File: config.mk
export PLATFORM = sky130hd
export DESIGN_NAME = tictactoe_game_ctrl
export DESIGN_NICKNAME = d
export VERILOG_FILES = /design/src/rtl/ttt_pkg.sv /design/src/rtl/ttt_line_detect.sv /design/src/rtl/tictactoe_game_ctrl.sv
export SDC_FILE = /design/constraint.sdc
export NUM_CORES = 1
export LEC_CHECK = 0
export ABC_AREA = 1
export CORE_MARGIN = 4
export CORE_UTILIZATION = 46
export DETAILED_ROUTE_END_ITERATION = 8
export PLACE_DENSITY_LB_ADDON = 0.15
export SYNTH_ARGS = -nofsm -noshare
export SYNTH_HDL_FRONTEND = slang
export SYNTH_SLANG_ARGS = --single-unit
File: constraint.sdc
create_clock -name clk -period 2 [get_ports clk]
set_clock_uncertainty 0.15 [all_clocks]
set_input_delay 0.4 -clock clk [delete_from_list [all_inputs] [get_ports clk]]
set_output_delay 0.4 -clock clk [all_outputs]
set_load 0.1 [all_outputs]
File: src/rtl/ttt_pkg.sv
// Shared types and constants for the tic-tac-toe game controller.
// Board cell i maps to bit i, cells numbered 0..8 row-major.
package ttt_pkg;

   typedef enum logic [2:0] {
      ST_WAIT_O = 3'd0,
      ST_CHK_O  = 3'd1,
      ST_X_MOVE = 3'd2,
      ST_CHK_X  = 3'd3,
      ST_DONE   = 3'd4
   } ttt_state_t;

   localparam logic [1:0] RES_PLAY = 2'd0;
   localparam logic [1:0] RES_XWIN = 2'd1;
   localparam logic [1:0] RES_OWIN = 2'd2;
   localparam logic [1:0] RES_DRAW = 2'd3;

   // Rows, columns, then the two diagonals.
   localparam logic [7:0][8:0] WIN_LINES = {
      9'h007, 9'h038, 9'h1C0,
      9'h049, 9'h092, 9'h124,
      9'h111, 9'h054
   };

   function automatic logic is_onehot9(input logic [8:0] v);
      return (v != 9'd0) && ((v & (v - 9'd1)) == 9'd0);
   endfunction

endpackage

File: src/rtl/ttt_line_detect.sv
// Flags a board that fully covers at least one row, column or diagonal.
module ttt_line_detect
   import ttt_pkg::*;
(
   input  logic [8:0] board,
   output logic       line
);

   logic [7:0] hit;

   // Per-line coverage test.
   always_comb begin
      hit = 8'd0;
      for (int i = 0; i < 8; i++) begin
         hit[i] = ((board & WIN_LINES[i]) == WIN_LINES[i]);
      end
   end

   assign line = |hit;

endmodule

File: src/rtl/tictactoe_game_ctrl.sv
// Game sequencer: owns the boards, accepts O moves, commits the generator's
// X move and reports win, draw, illegal offers and generator faults.
module tictactoe_game_ctrl
   import ttt_pkg::*;
#(
   parameter bit X_FIRST = 1'b0
) (
   input  logic       clk,
   input  logic       reset,
   input  logic       new_game,
   input  logic       o_valid,
   input  logic [8:0] o_move,
   output logic       o_ready,
   output logic [8:0] gen_xin,
   output logic [8:0] gen_oin,
   input  logic [8:0] gen_next,
   output logic [8:0] x_board,
   output logic [8:0] o_board,
   output logic [1:0] result,
   output logic       game_over,
   output logic       illegal,
   output logic       fault,
   output logic [3:0] ply_count
);

   localparam ttt_state_t START_ST = X_FIRST ? ST_X_MOVE : ST_WAIT_O;

   ttt_state_t state_q, state_d;
   logic [8:0] x_q, x_d, o_q, o_d;
   logic [3:0] ply_q, ply_d;
   logic [1:0] result_q, result_d;
   logic       fault_q, fault_d;
   logic       illegal_q, illegal_d;

   logic [8:0] xm;
   logic       o_legal, xm_ok, x_line, o_line;

   ttt_line_detect u_x_line (.board(x_q), .line(x_line));
   ttt_line_detect u_o_line (.board(o_q), .line(o_line));

   // The generator answers with xin plus one new bit; isolate that bit.
   assign xm      = gen_next & ~x_q;
   assign o_legal = is_onehot9(o_move) && ((o_move & (x_q | o_q)) == 9'd0);
   assign xm_ok   = is_onehot9(xm) && ((xm & o_q) == 9'd0);

   // State and datapath registers.
   always_ff @(posedge clk) begin
      if (reset) begin
         state_q   <= START_ST;
         x_q       <= 9'd0;
         o_q       <= 9'd0;
         ply_q     <= 4'd0;
         result_q  <= RES_PLAY;
         fault_q   <= 1'b0;
         illegal_q <= 1'b0;
      end else begin
         state_q   <= state_d;
         x_q       <= x_d;
         o_q       <= o_d;
         ply_q     <= ply_d;
         result_q  <= result_d;
         fault_q   <= fault_d;
         illegal_q <= illegal_d;
      end
   end

   // Next-state and datapath update.
   always_comb begin
      state_d   = state_q;
      x_d       = x_q;
      o_d       = o_q;
      ply_d     = ply_q;
      result_d  = result_q;
      fault_d   = fault_q;
      illegal_d = 1'b0;
      if (new_game) begin
         state_d  = START_ST;
         x_d      = 9'd0;
         o_d      = 9'd0;
         ply_d    = 4'd0;
         result_d = RES_PLAY;
         fault_d  = 1'b0;
      end else begin
         case (state_q)
            ST_WAIT_O: begin
               if (o_valid && o_legal) begin
                  o_d     = o_q | o_move;
                  ply_d   = ply_q + 4'd1;
                  state_d = ST_CHK_O;
               end else if (o_valid) begin
                  illegal_d = 1'b1;
               end else begin
                  state_d = ST_WAIT_O;
               end
            end
            ST_CHK_O: begin
               if (o_line) begin
                  result_d = RES_OWIN;
                  state_d  = ST_DONE;
               end else if (ply_q == 4'd9) begin
                  result_d = RES_DRAW;
                  state_d  = ST_DONE;
               end else begin
                  state_d = ST_X_MOVE;
               end
            end
            ST_X_MOVE: begin
               if (xm_ok) begin
                  x_d     = x_q | xm;
                  ply_d   = ply_q + 4'd1;
                  state_d = ST_CHK_X;
               end else begin
                  fault_d  = 1'b1;
                  result_d = RES_DRAW;
                  state_d  = ST_DONE;
               end
            end
            ST_CHK_X: begin
               if (x_line) begin
                  result_d = RES_XWIN;
                  state_d  = ST_DONE;
               end else if (ply_q == 4'd9) begin
                  result_d = RES_DRAW;
                  state_d  = ST_DONE;
               end else begin
                  state_d = ST_WAIT_O;
               end
            end
            ST_DONE: begin
               state_d = ST_DONE;
            end
            default: begin
               state_d = START_ST;
            end
         endcase
      end
   end

   // Outputs decoded from registered state only.
   always_comb begin
      o_ready   = (state_q == ST_WAIT_O);
      game_over = (state_q == ST_DONE);
      gen_xin   = x_q;
      gen_oin   = o_q;
      x_board   = x_q;
      o_board   = o_q;
      result    = result_q;
      fault     = fault_q;
      illegal   = illegal_q;
      ply_count = ply_q;
   end

endmodule

==> metrics, run 1 <==
Num CTS Buffers=5; final core occ=0.852; crit path DAT=2.06 ns; largest net degree at the start of global routing=16; max-slew violations=0; post-synthesis cell count=slightly above 300; CTS Sinks=29; Setup CP Type=reg -> reg; Reg clk slew, reported paths=~0.06 ns; sequential cell area fraction in the yosys report=0.294; share of layout cells above drive strength 1=0.365; Avg Cell Area, Syn=roughly 6.4 µm²; most common cell after layout, fill and taps aside=nand2_1; total negative setup slack=0 ns; I/O Pins=between 60 and 70; Area Overhead vs Synth=76.4%; Starting Density=0.483; core area=just over 0.004 mm²; status=finished, final reports clean; CTS tree=done; Data required, critical path=around 2.1 ns; Worst-Margin Slew=around 0.59 ns; max incr delay on CP=0.46 ns; GP Congestion=0.884; Peak Freq=roughly 0.50 GHz; Warnings, synthesis=0; max-cap viol count=0; Mapped Area=slightly below 0.002 mm²; final period utilization=0.999; Worst-Skew Late Latency=slightly below 0.3 ns; hold buffer count at cts=0; Min-Delay Path Class=in -> reg; Worst setup SP type=flop; via count=2402; die area=~0.0054 mm²; clock root cell=clkbuf_8; initial antenna violation count=0; post-route ant nets=0; first-pass GRT wire length=around 10 mm; Slowest-stage cell, CP=dfxtp_2; Fin. Hold Viols=0; Port Buf Inserts=67; # rows=23; Max Buffers Root-to-Sink=2; final hold slack=0.263 ns; 1st-pass router iterations=7; FF+latch count, synth=29; grt total ovfl=0; Post-DP HPWL=4.69 mm; die span in x=about 74 µm; crit path cell chain=inv_2 > nand2_1 > nand2_1 > nor2_2 > nand2_1 > nand2_1 > nand3_2 > nor2_4 > nand3_4 > buf_12 > nand2_4 > nand2_1 > a21oi_1; Final nets=roughly 400; # diodes=0; P_leak=approximately 1.6 nW; min Tclk post-route=around 2 ns; WL per Instance=about 16 µm; Worst slew margin=0.603; Vias/cell=between 5 and 6; Worst Setup End Kind=flop; setup violators final=0; GRT Overall Usage=0.248; critical path fanouts, max=6; final wirelength=around 7.1 mm; Die H=~74 µm; initial drt markers=around 250; Peak VDD IR=around 370 µV; vias in the first global route=approximately 2100; most frequent CP cell=nand2_1; most frequent cells in the layout=nand2_1 (65), buf_12 (47), nor2_1 (40); DR DRC count=0; Netlist cell types=31; Pwr Total=0.00135 W; pwr/cell area=387 mW/mm²; H-tree depth=2; syn_nets=334
## critical path: cells and delay by family (launching register included)
kind / cells / cell delay (ns)
compound gates: 1 / 0.14
buf+inv: 2 / 0.24
flops: 1 / 0.46
simple gates: 10 / 0.93
## final timing paths
check,end,cells past startpoint,startpoint,slack [ns]
min,gen_xin[2],3,gen_next[2],0.26
max,ply_count[3],13,gen_xin[6],0.002
max reg2reg,ply_count[3],13,gen_xin[6],0.002
min reg2reg,gen_xin[2],2,gen_xin[2],0.34
## metal layers
| layer | GRT usage | part of all wire | vias up |
|---|---|---|---|
| met4 | 0.105 | 0.034 | 0 |
| met3 | 0.0588 | 0.10 | 24 |
| met2 | 0.425 | 0.50 | 164 |
| met1 | 0.292 | 0.37 | 1098 |
| li1 | - | - | 1116 |
| met5 | 0 | 0 | - |
## registers in the layout, summed over array words and instances (netlist names)
name       flops
gen_oin        9
gen_xin        9
fault          1
illegal        1
state_q        3
result         2
ply_count      4
## cell families after synthesis
family | after synthesis | share of synthesized area
compound gates | 49 | 0.143
xor+xnor | 2 | 0.00887
fa+ha+maj | 2 | 0.0127
buf+inv | 63 | 0.160
flops | 29 | 0.294
simple gates | 165 | 0.381
## power by group
part | internal (W) | switching (W)
registers | 0.000567 | 0.00000156
clock network | 0.000355 | 0.000241
logic | 0.0000832 | 0.000101
total | 0.00101 | 0.000343
## per-stage QoR
| stage | instances | setup WS, ns | area [µm²] |
|---|---|---|---|
| after floorplan | 310 | 0.00259 | 2030 |
| after global placement | 421 | -0.294 | 3190 |
| after detailed placement | 421 | -0.370 | 3190 |
| after CTS | 430 | 0.000121 | 3340 |
| after global routing | 434 | -0.0716 | 3480 |
| final | 434 | 0.00182 | 3480 |
## final cells by class
| type | count | area [µm²] |
|---|---|---|
| repair buffers | 87 | 1350 |
| multi-input cells | 219 | 1180 |
| flip-flops and latches | 29 | 627 |
| fillers | 231 | 604 |
| inverters | 41 | 155 |
| clock buffers | 8 | 111 |
| well taps | 50 | 62.6 |
## cell usage after synthesis, drive strengths merged
master / number / share of area
nand2: 75 / 0.16
nor2: 51 / 0.11
inv: 40 / 0.076
nand3: 32 / 0.084
dfxtp: 29 / 0.29
a21oi: 22 / 0.056
buf: 20 / 0.078
o21ai: 13 / 0.035
o21a: 10 / 0.038
or2: 4 / 0.013
clkbuf: 2 / 0.0038
ha: 2 / 0.013
nand4: 2 / 0.014
o21bai: 2 / 0.0076
a31oi: 1 / 0.0032
clkinv: 1 / 0.0019
nor3: 1 / 0.0025
o211ai: 1 / 0.0038
xnor2: 1 / 0.0044
xor2: 1 / 0.0044
## what timing repair did
action / 4_1_cts / 5_1_grt
resized for setup: 6 / 33
setup endpoints to repair: 17 / 26
setup buffers: 0 / 3
cloned: 1 / 1
pin swaps: 2 / 19
Power figures use the tool's default switching activity.
==> inputs of run 2 (changes only) <==
Settings changed: CTS_BUF_LIST set to sky130_fd_sc_hd__clkbuf_4 sky130_fd_sc_hd__clkbuf_8 sky130_fd_sc_hd__clkbuf_16.
==> metrics, run 2 (synthesized netlist as in run 1, its figures left out) <==
first-pass GRT wire length=a little over 10 mm; Worst setup SP type=flop; DR DRC count=0; WL per Instance=~16 µm; P_leak=1.60 nW; Worst-Skew Late Latency=roughly 0.29 ns; core area=roughly 0.004 mm²; Max Buffers Root-to-Sink=2; share of layout cells above drive strength 1=0.367; delay-heaviest family, CP=simple AND/OR/NAND/NOR gates; Num CTS Buffers=5; final non-filler cell area=~0.0035 mm²; crit path DAT=~2.0 ns; clock root cell=clkbuf_8; Min-Delay Path Class=in -> reg; Hold Path End=gen_xin[2]; most common cell after layout, fill and taps aside=nand2_1; setup violators final=0; pwr/cell area=a little under 400 mW/mm²; initial antenna violation count=0; Cell Area, Placed=between 0.003 and 0.004 mm²; most frequent cells in the layout=nand2_1 (65), buf_12 (47), nor2_1 (40); Reg clk slew, reported paths=approximately 0.06 ns; area of the multi-input gates=around 0.0012 mm²; Worst R2R Start=gen_xin[6]; Fin. Hold Viols=0; max incr delay on CP=between 0.4 and 0.5 ns; die area=roughly 0.0054 mm²; critical path fanouts, max=6; Peak Freq=slightly above 0.5 GHz; Final nets=around 400; Port Buf Inserts=67; crit path cell chain=inv_2 > nand2_1 > nand2_1 > nor2_2 > nand2_1 > nand2_1 > nand3_2 > nor2_4 > nand3_4 > buf_12 > nand2_4 > nand2_1 > a21oi_1; hold buffer count at cts=0; Slowest-stage cell, CP=dfxtp_2; Clock Power Share=0.447; grt total ovfl=0; H-tree depth=2; GRT Overall Usage=0.247; vias in the first global route=roughly 2100; Min-Delay Path Depth=3; via count=2384; NetSw=about 0.00034 W; Reg area=around 630 µm²; CTS Sinks=29; Combinational Power Share=0.135; Data required, critical path=2.06 ns; Starting Density=0.483; Vias/cell=between 5 and 6; Pwr Total=around 0.0014 W; Worst Setup End Kind=flop; sw frac=0.252; final period utilization=0.987; Worst R2R End=ply_count[3]; CTS tree=done; internal power=~0.0010 W; GP Congestion=just under 0.9; Setup CP Type=reg -> reg; I/O Pins=around 70; Flop pwr share=0.418; largest net degree at the start of global routing=16; total negative setup slack=0 ns; Post-DP HPWL=roughly 4.7 mm; Area Overhead vs Synth=76.6%; max-cap viol count=0; Fillers=231; initial drt markers=215; # diodes=0; post-route ant nets=0; min Tclk post-route=1.97 ns; final hold slack=0.262 ns; Worst slew margin=0.594; final core occ=0.853; Worst-Margin Slew=0.609 ns; status=finished, final reports clean; hold_sp=gen_next[2]; Die H=about 74 µm; most frequent CP cell=nand2_1; Peak VDD IR=404 µV; register-to-register setup slack=roughly 0.026 ns; final wirelength=a little over 7 mm; # rows=23; die span in x=around 74 µm; Worst Reg-to-Reg Cells=13; Bufs and invs on worst path=2; 1st-pass router iterations=5; max-slew violations=0
-- run 2: cell counts in the layout (fill, tap and decap cells not counted) --
Identical to the previous run, type by type.
-- run 2: worst max path at each step --
stage | startpoint | to | slack, ns | depth (start not counted)
global route | o_valid | ply_count[3] | -0.05 | 9
global placement | gen_next[0] | gen_xin[8] | -0.29 | 11
CTS | gen_next[3] | ply_count[1] | 0.00003 | 14
finish | gen_xin[6] | ply_count[3] | 0.03 | 13
detailed placement | o_move[0] | ply_count[0] | -0.37 | 11
floorplan | gen_xin[7] | ply_count[0] | 0.003 | 14
-- run 2: per-layer routing --
metal / wire (µm) / up-vias / global-route usage
met4: 204 / 0 / 0.105
met1: 2670 / 1099 / 0.292
met3: 710 / 21 / 0.0588
li1: - / 1113 / -
met5: 0 / - / 0
met2: 3510 / 151 / 0.423
-- run 2: what timing repair did --
action / in CTS / in global routing
gates cloned: 1 / 1
pin swaps: 2 / 19
gates resized for setup: 6 / 33
buffers inserted: 0 / 3
setup endpoints to repair: 17 / 26
-- run 2: worst register-to-register path: stages (launching register included) --
cell	delay, ns
dfxtp_2	0.46
inv_2	0.08
nand2_1	0.06
nand2_1	0.07
nor2_2	0.12
nand2_1	0.09
nand2_1	0.08
nand3_2	0.10
nor2_4	0.12
nand3_4	0.12
buf_12	0.16
nand2_4	0.07
nand2_1	0.07
a21oi_1	0.14
-- run 2: cell type report --
class,count,share of cell area
Multi-Input combinational cell,219,0.339
Tap cell,50,0.0179
Sequential cell,29,0.180
Timing Repair Buffer,87,0.386
Clock buffer,8,0.0330
Inverter,41,0.0445
-- run 2: power by group through the flow --
| stage | clock (W) | sequential, W | combinational, W |
|---|---|---|---|
| floorplan | 0 | 0.000591 | 0.0000638 |
| global placement | 0 | 0.000583 | 0.000158 |
| detailed placement | 0 | 0.000583 | 0.000162 |
| CTS | 0.000613 | 0.000570 | 0.000168 |
| global route | 0.000630 | 0.000569 | 0.000195 |
| finish | 0.000610 | 0.000569 | 0.000184 |
-- run 2: through the flow --
stage	std cells	setup slack, ns
finish	434	0.0261
global route	434	-0.0482
CTS	430	0.0000264
detailed placement	421	-0.370
global placement	421	-0.294
floorplan	310	0.00259
==> inputs of run 3 (changes only) <==
Settings changed: ABC_AREA 1 to 0, CORE_UTILIZATION 46 to 44, REMOVE_ABC_BUFFERS set to 1.
==> metrics, run 3 <==
status=stopped before the end; Failed at=4_1_cts; error msg=[ERROR DPL-0033] detailed placement checks failed during check placement.; # rows=22; I/O Pins=68; Post-synth EDFFs=0; Max Buffers Root-to-Sink=2; top cells by count, synth=dfxtp_1 (29), a21oi_1 (28), nor2_1 (25); Num CTS Buffers=5; Synth area leaders=dfxtp_1 (33%), a21oi_1 (7.9%), buf_4 (7.6%), nor2_1 (5.3%), a22o_1 (3.4%); Netlist cell types=between 40 and 50; Mapped Area=~0.0018 mm²; post-synthesis cell count=218; sequential cell area fraction in the yosys report=0.325; Die H=71.7 µm; cell taking the most area after synthesis=dfxtp_1; postcts setup bufs=9; FFs w/ async S/R, synth=0; Post-CTS Resized=~90; die span in x=~72 µm; hold buffer count at cts=0; FF+latch count, synth=29; Top FF cell, synth=dfxtp_1; Starting Density=0.470; most common cell in the netlist=dfxtp_1; Avg Cell Area, Syn=8.18 µm²; Warnings, synthesis=0; clock root cell=clkbuf_8; Post-DP HPWL=approximately 5.3 mm; CTS Sinks=29; H-tree depth=2; GP Congestion=0.832; Port Buf Inserts=67; post-synth top area share=0.325
==> run 3: cell types whose count changed after synthesis, sizes merged, moves of 4 or more <==
cell	delta
nand2	-64
inv	-34
nand3	-27
nor2	-25
nor2b	+9
nor3	+8
o21a	-8
a22o	+7
a21oi	+6
a22oi	+6
or3	+5
nor4	+4
o21ai	-4
==> run 3: cells by family after synthesis <==
kind of cell,Yosys count,share of synthesized area
and+or+nand+nor,84,0.270
xor gates and xnor gates,1,0.00491
AOI/OAI and AO/OA,72,0.279
DFF,29,0.325
adders and majority gates,2,0.0140
buffers and inverters,30,0.107
==> run 3: per-stage QoR <==
stage | TNS, ns | instance area, µm² | hold slack, ns | setup WS (ns) | instances
after floorplan | -50.28 | 1620 | 0.356 | -1.92 | 194
after detailed placement | -28.18 | 3290 | 0.337 | -1.18 | 372
after global placement | -25.02 | 3290 | 0.322 | -1.02 | 372
==> inputs of run 4 (changes only) <==
Settings changed: CORE_UTILIZATION 44 to 40, CTS_BUF_LIST sky130_fd_sc_hd__clkbuf_4 sky130_fd_sc_hd__clkbuf_8 sky130_fd_sc_hd__clkbuf_16 to not set.
==> metrics, run 4 <==
top cells by count, synth=dfxtp_1 (29), a21oi_1 (28), nor2_1 (25); sequential cell area fraction in the yosys report=0.325; Worst setup SP type=input pin; DR DRC count=0; first-pass GRT wire length=between 10 and 15 mm; Worst-Skew Late Latency=between 0.2 and 0.3 ns; Fillers=approximately 190; post-route insts no fill=392; FF+latch count, synth=29; status=finished, violations left; GP Congestion=~0.9; share of layout cells above drive strength 1=0.553; RSZ-0062 raised after global routing=true; largest net degree at the start of global routing=14; register-to-register setup slack=-0.28 ns; Reg clk slew, reported paths=0.07 ns; final period utilization=1.24; Area Overhead vs Synth=111%; vias in the first global route=about 2500; Worst R2R End=ply_count[1]; Netlist cell types=48; H-tree depth=2; total negative setup slack=-8.08 ns; Worst R2R Start=gen_xin[5]; Final nets=approximately 360; clock root cell=clkbuf_8; Starting Density=0.413; placed cell count=roughly 380; Worst Reg-to-Reg Cells=8; Data required, critical path=approximately 2 ns; most common cell in the netlist=dfxtp_1; Worst-Margin Slew=about 0.48 ns; post-route setup slack=-0.488 ns; Setup CP Type=in -> reg; post-synth top area share=0.325; # rows=24; pre-CTS setup slack=-1.06 ns; initial drt markers=between 100 and 150; Fin. Hold Viols=0; Num CTS Buffers=5; Post-DP HPWL=4.78 mm; via count=2353; CTS tree=done; WL per Instance=~21 µm; GRT Overall Usage=0.281; CP endpoint=ply_count[2]; critical path fanouts, max=4; setup violators final=29; cell taking the most area after synthesis=dfxtp_1; Avg Cell Area, Syn=approximately 8.2 µm²; pwr/cell area=around 340 mW/mm²; Vias/cell=around 6; Worst Setup End Kind=flop; most frequent cells in the layout=buf_4 (65), buf_12 (47), dfxtp_1 (25); final wirelength=roughly 8.0 mm; die span in x=around 75 µm; Max Buffers Root-to-Sink=2; max-cap viol count=0; most common cell after layout, fill and taps aside=buf_4; die area=0.00559 mm²; post-synthesis cell count=roughly 220; initial antenna violation count=0; core area=~0.0043 mm²; min Tclk post-route=roughly 2.5 ns; Port Buf Inserts=67; Min-Delay Path Class=in -> reg; Worst slew margin=0.677; # diodes=0; FFs w/ async S/R, synth=0; failing checks=negative setup slack; Die H=around 75 µm; Mapped Area=between 0.0015 and 0.002 mm²; CTS Sinks=29; Synth area leaders=dfxtp_1 (33%), a21oi_1 (7.9%), buf_4 (7.6%), nor2_1 (5.3%), a22o_1 (3.4%); post-route ant nets=0; I/O Pins=68; Warnings, synthesis=0; launch point of the worst path=o_move[6]; 1st-pass router iterations=4; Peak VDD IR=roughly 230 µV; crit path DAT=approximately 2.5 ns; max-slew violations=0; Peak Freq=approximately 0.40 GHz; grt total ovfl=0; Post-synth EDFFs=0; Top FF cell, synth=dfxtp_1; P_leak=about 1.5 nW
run 4: cell counts after synthesis:
No cell type changed its count.
run 4: timing repair:
action                                  4_1_cts  5_1_grt
endpoints found under the setup margin       30       30
pin swaps                                    28       26
buffers inserted                              4        5
hold buffers                                  0        0
cloned                                        1        0
resized for setup                            80       39
run 4: power by group:
part / switching, W / internal (W) / leakage (nW)
Sequential: 0.00000109 / 0.000576 / 0.236
Combinational: 0.000121 / 0.000124 / 1.23
Clock: 0.000225 / 0.000247 / 0.0395
Total: 0.000347 / 0.000946 / 1.50
run 4: cell families (layout without fill, tap and decap cells):
kind of cell,Yosys count,count (layout),synth area share
buffers and inverters,30,152,0.107
AO/OA/AOI/OAI,72,72,0.279
flip-flops,29,29,0.325
XOR/XNOR,1,1,0.00491
adder cells (fa/ha/maj),2,2,0.0140
AND/OR/NAND/NOR,84,84,0.270
run 4: cell type report:
cell class | count | area [µm²] | share of cell area
clock buffers | 8 | 80.1 | 0.0212
multi-input cells | 159 | 1340 | 0.354
inverters | 6 | 25.0 | 0.00664
flip-flops and latches | 29 | 591 | 0.157
repair buffers | 138 | 1680 | 0.444
well taps | 52 | 65.1 | 0.0173
run 4: worst min-delay path by stage:
| stage | startpoint | to | slack, ns | depth (start not counted) |
|---|---|---|---|---|
| CTS | gen_next[2] | gen_xin[2] | 0.23 | 3 |
| global route | gen_next[2] | gen_xin[2] | 0.24 | 3 |
| detailed placement | fault | fault | 0.33 | 2 |
| floorplan | state_q[2] | state_q[1] | 0.36 | 1 |
| finish | gen_next[2] | gen_xin[2] | 0.23 | 3 |
| global placement | fault | fault | 0.32 | 2 |
run 4: per-stage QoR:
stage	power, W	util	hold WS (ns)	area, µm²
floorplan	0.000652	-	0.356	1620
global placement	0.000767	0.762	0.321	3290
detailed placement	0.000772	0.762	0.331	3290
CTS	0.00125	0.842	0.233	3640
global route	0.00134	0.872	0.244	3770
finish	0.00129	0.872	0.228	3770
run 4: layer usage:
metal | wire length, µm | GRT usage | vias to the layer above
met1 | 2920 | 0.313 | 1143
met2 | 4140 | 0.490 | 137
met3 | 567 | 0.0774 | 42
met4 | 419 | 0.144 | 0
met5 | 0 | 0 | -
li1 | - | - | 1031
run 4: critical path: stages:
cell	delay, ns
buf_6	0.09
or3_4	0.38
or4b_4	0.57
a211oi_4	0.30
a211oi_4	0.14
nor4_4	0.30
buf_4	0.20
a21oi_1	0.06
o311ai_1	0.08
==> RTL change: new RTL, config.mk and constraints of run 2 <==
The 5 states of `ttt_state_t` get a Gray code encoding in 3 bits.
--- a/src/rtl/ttt_pkg.sv
+++ b/src/rtl/ttt_pkg.sv
@@ -5,7 +5,7 @@
    typedef enum logic [2:0] {
-      ST_WAIT_O = 3'd0,
-      ST_CHK_O  = 3'd1,
-      ST_X_MOVE = 3'd2,
-      ST_CHK_X  = 3'd3,
-      ST_DONE   = 3'd4
+      ST_WAIT_O = 3'b000,
+      ST_CHK_O  = 3'b001,
+      ST_X_MOVE = 3'b011,
+      ST_CHK_X  = 3'b010,
+      ST_DONE   = 3'b110
    } ttt_state_t;
Check against the original RTL: same outputs for any inputs over 10 cycles, from zero or initial values; not proved beyond that.
==> RTL change against run 2 <==
Count of clock-buffer cells in the layout down 1; wire length decreased by 8.2%; sequential cell count unchanged; core utilization is 2.5 points lower; largest power group is now registers; synthesized area increased by 4.3%; worst setup slack gained 100 ps; cell area up 3.4%; largest cell class unchanged; power down 5.0%.
==> RTL change: results (changes against run 2) <==
Placed design:
- The placement-stage worst setup slack is -488.3 ps (was -369.9 ps).
- The HPWL after detailed placement is 5003 um (was 4687 um).
- The weighted congestion reported at the end of routability-driven placement is 0.9281 (was 0.8836).

Power and ir drop:
- The cell leakage power is 1.592 nW (was 1.601 nW).
- The switching power summed over all nets came to 0.0003336 W (was 0.0003429 W).
- The switching part of the total is 25.78% (was 25.17%).
- The peak supply drop is 0.0002783 V (was 0.0004045 V).

Finish:
- The number of nets at the end of the flow was 431 (was 407).
- The fill cell total of the finished layout is 255 (was 231).
- The ratio of cells with drive above 1 in the final layout is 44.61% (was 36.72%).

Clocking:
- The number of buffers on the longest clock path came to 2 (unchanged).

Logic synthesis:
- The post-synthesis cell type count came to 34 (was 31).
- Top post-synthesis cells by count: 60 x sky130_fd_sc_hd__nand2_1, 38 x sky130_fd_sc_hd__inv_1, 29 x sky130_fd_sc_hd__a21oi_1, 29 x sky130_fd_sc_hd__dfxtp_1, 29 x sky130_fd_sc_hd__nor2_1 (was 66 x sky130_fd_sc_hd__nand2_1, 45 x sky130_fd_sc_hd__nor2_1, 31 x sky130_fd_sc_hd__nand3_1, 30 x sky130_fd_sc_hd__inv_1, 29 x sky130_fd_sc_hd__dfxtp_1).
- Ranking of synthesized cells by area: sky130_fd_sc_hd__dfxtp_1 28%, sky130_fd_sc_hd__nand2_1 11%, sky130_fd_sc_hd__a21oi_1 7.0%, sky130_fd_sc_hd__inv_1 6.9%, sky130_fd_sc_hd__buf_4 6.6% (was sky130_fd_sc_hd__dfxtp_1 29%, sky130_fd_sc_hd__nand2_1 13%, sky130_fd_sc_hd__nor2_1 8.6%, sky130_fd_sc_hd__nand3_1 7.9%, sky130_fd_sc_hd__buf_4 7.2%).
- The number of nets in the synthesized netlist is 340 (was 334).

Global routing:
- The wire length of the first global-routing pass is 10910 um (was 10220 um).
- The maximum number of pins on one net before global-route repair is 13 (was 16).
- The overall fraction of global-route tracks in use is 25.08% (was 24.70%).
- The via count of the first global-routing pass was 2371 (was 2143).

Critical path:
- The standard cell with the maximum stage delay on the critical path is sky130_fd_sc_hd__dlygate4sd2_1 (was sky130_fd_sc_hd__dfxtp_2).
- The setup slack of the most critical reg-to-reg path is 160 ps (was 30 ps).
- The endpoint arrival time on the critical path was 1900 ps (was 2030 ps).

Drt:
- The via count normalized by instance count is 5.311 (was 5.493).
- The post-detailed-route wirelength per cell is 14.15 um (was 16.34 um).
- The count of routing violations after the opening detailed-route iteration is 170 (was 215).

Outcome:
- Run status: completed (unchanged).

Timing:
- The final critical delay including setup and external delays came to 1870 ps (was 1974 ps).
- The headroom to the max-slew limit is 70.23% (was 59.38%).
[RTL change: cell count changes after synthesis, moves of 7 or more]
cell	run 2	this run
sky130_fd_sc_hd__a21oi_1	22	29
sky130_fd_sc_hd__a21oi_2	0	9
sky130_fd_sc_hd__inv_1	30	38
sky130_fd_sc_hd__nand2_2	6	16
sky130_fd_sc_hd__nand3_1	31	23
sky130_fd_sc_hd__nand4_1	1	11
sky130_fd_sc_hd__nor2_1	45	29
sky130_fd_sc_hd__o21a_1	10	0
[RTL change: cell type report]
cell class                 count  area, sq um  area share [%]
multi-input combinational    214         1181           32.75
sequential                    29        629.4           17.45
tap                           52        65.06           1.804
clock inverter                 1        5.005          0.1388
timing repair buffer         106         1433           39.73
inverter                      51        196.4           5.448
clock buffer                   7        96.34           2.672
[RTL change: logic make-up after synthesis]
kind of cell,after synthesis,synth area share [%]
flops,29,28.19
fa+ha+maj,2,1.215
simple gates,156,37.18
compound gates,53,15.43
buf+inv,74,17.13
xor+xnor,2,0.8507
[RTL change: path summary, 6_finish.rpt]
| check | start | endpoint |
|---|---|---|
| worst max register to register | gen_xin[4] | ply_count[0] |
| worst min-delay path | o_move[1] | gen_oin[1] |
| worst min register to register | fault | fault |
| worst max-delay path | o_move[2] | ply_count[0] |
[RTL change: per-stage QoR]
stage               instances  instance area (sq um)  utilization [%]  hold WS [ps]
floorplan                 316                   2110                -         376.9
global placement          434                   3326            76.38         326.2
detailed placement        434                   3326            76.38         336.3
CTS                       446                   3462            79.51         346.2
global route              460                   3606            82.82         302.0
finish                    460                   3606            82.82         305.4
[RTL change: repair_timing]
action | CTS | global route
setup buffers | 3 | 14
pin swaps | 10 | 10
gates resized for setup | 18 | 21
setup endpoints to repair | 18 | 25
cloned | 1 | 0
[RTL change: worst reg2reg max path, stage by stage (launching register included)]
cell	delay, ps
sky130_fd_sc_hd__dfxtp_4	360
sky130_fd_sc_hd__inv_2	70
sky130_fd_sc_hd__nand2_2	80
sky130_fd_sc_hd__nand2_1	90
sky130_fd_sc_hd__nor2_2	130
sky130_fd_sc_hd__nand2_1	80
sky130_fd_sc_hd__nand2_1	80
sky130_fd_sc_hd__nand3_2	80
sky130_fd_sc_hd__nor2_4	160
sky130_fd_sc_hd__nand3_4	150
sky130_fd_sc_hd__nand2_4	110
sky130_fd_sc_hd__inv_1	60
sky130_fd_sc_hd__nor2_2	100
sky130_fd_sc_hd__nor2_1	40
[RTL change: per-layer routing]
layer | track usage [%] | routed length, um | up-vias | part of all wire (%)
met3 | 5.207 | 487 | 15 | 7.5
met5 | 0 | 0 | - | 0
li1 | - | - | 1183 | -
met1 | 31.37 | 2538 | 1146 | 39
met4 | 7.905 | 109 | 0 | 1.7
met2 | 43.04 | 3373 | 99 | 52
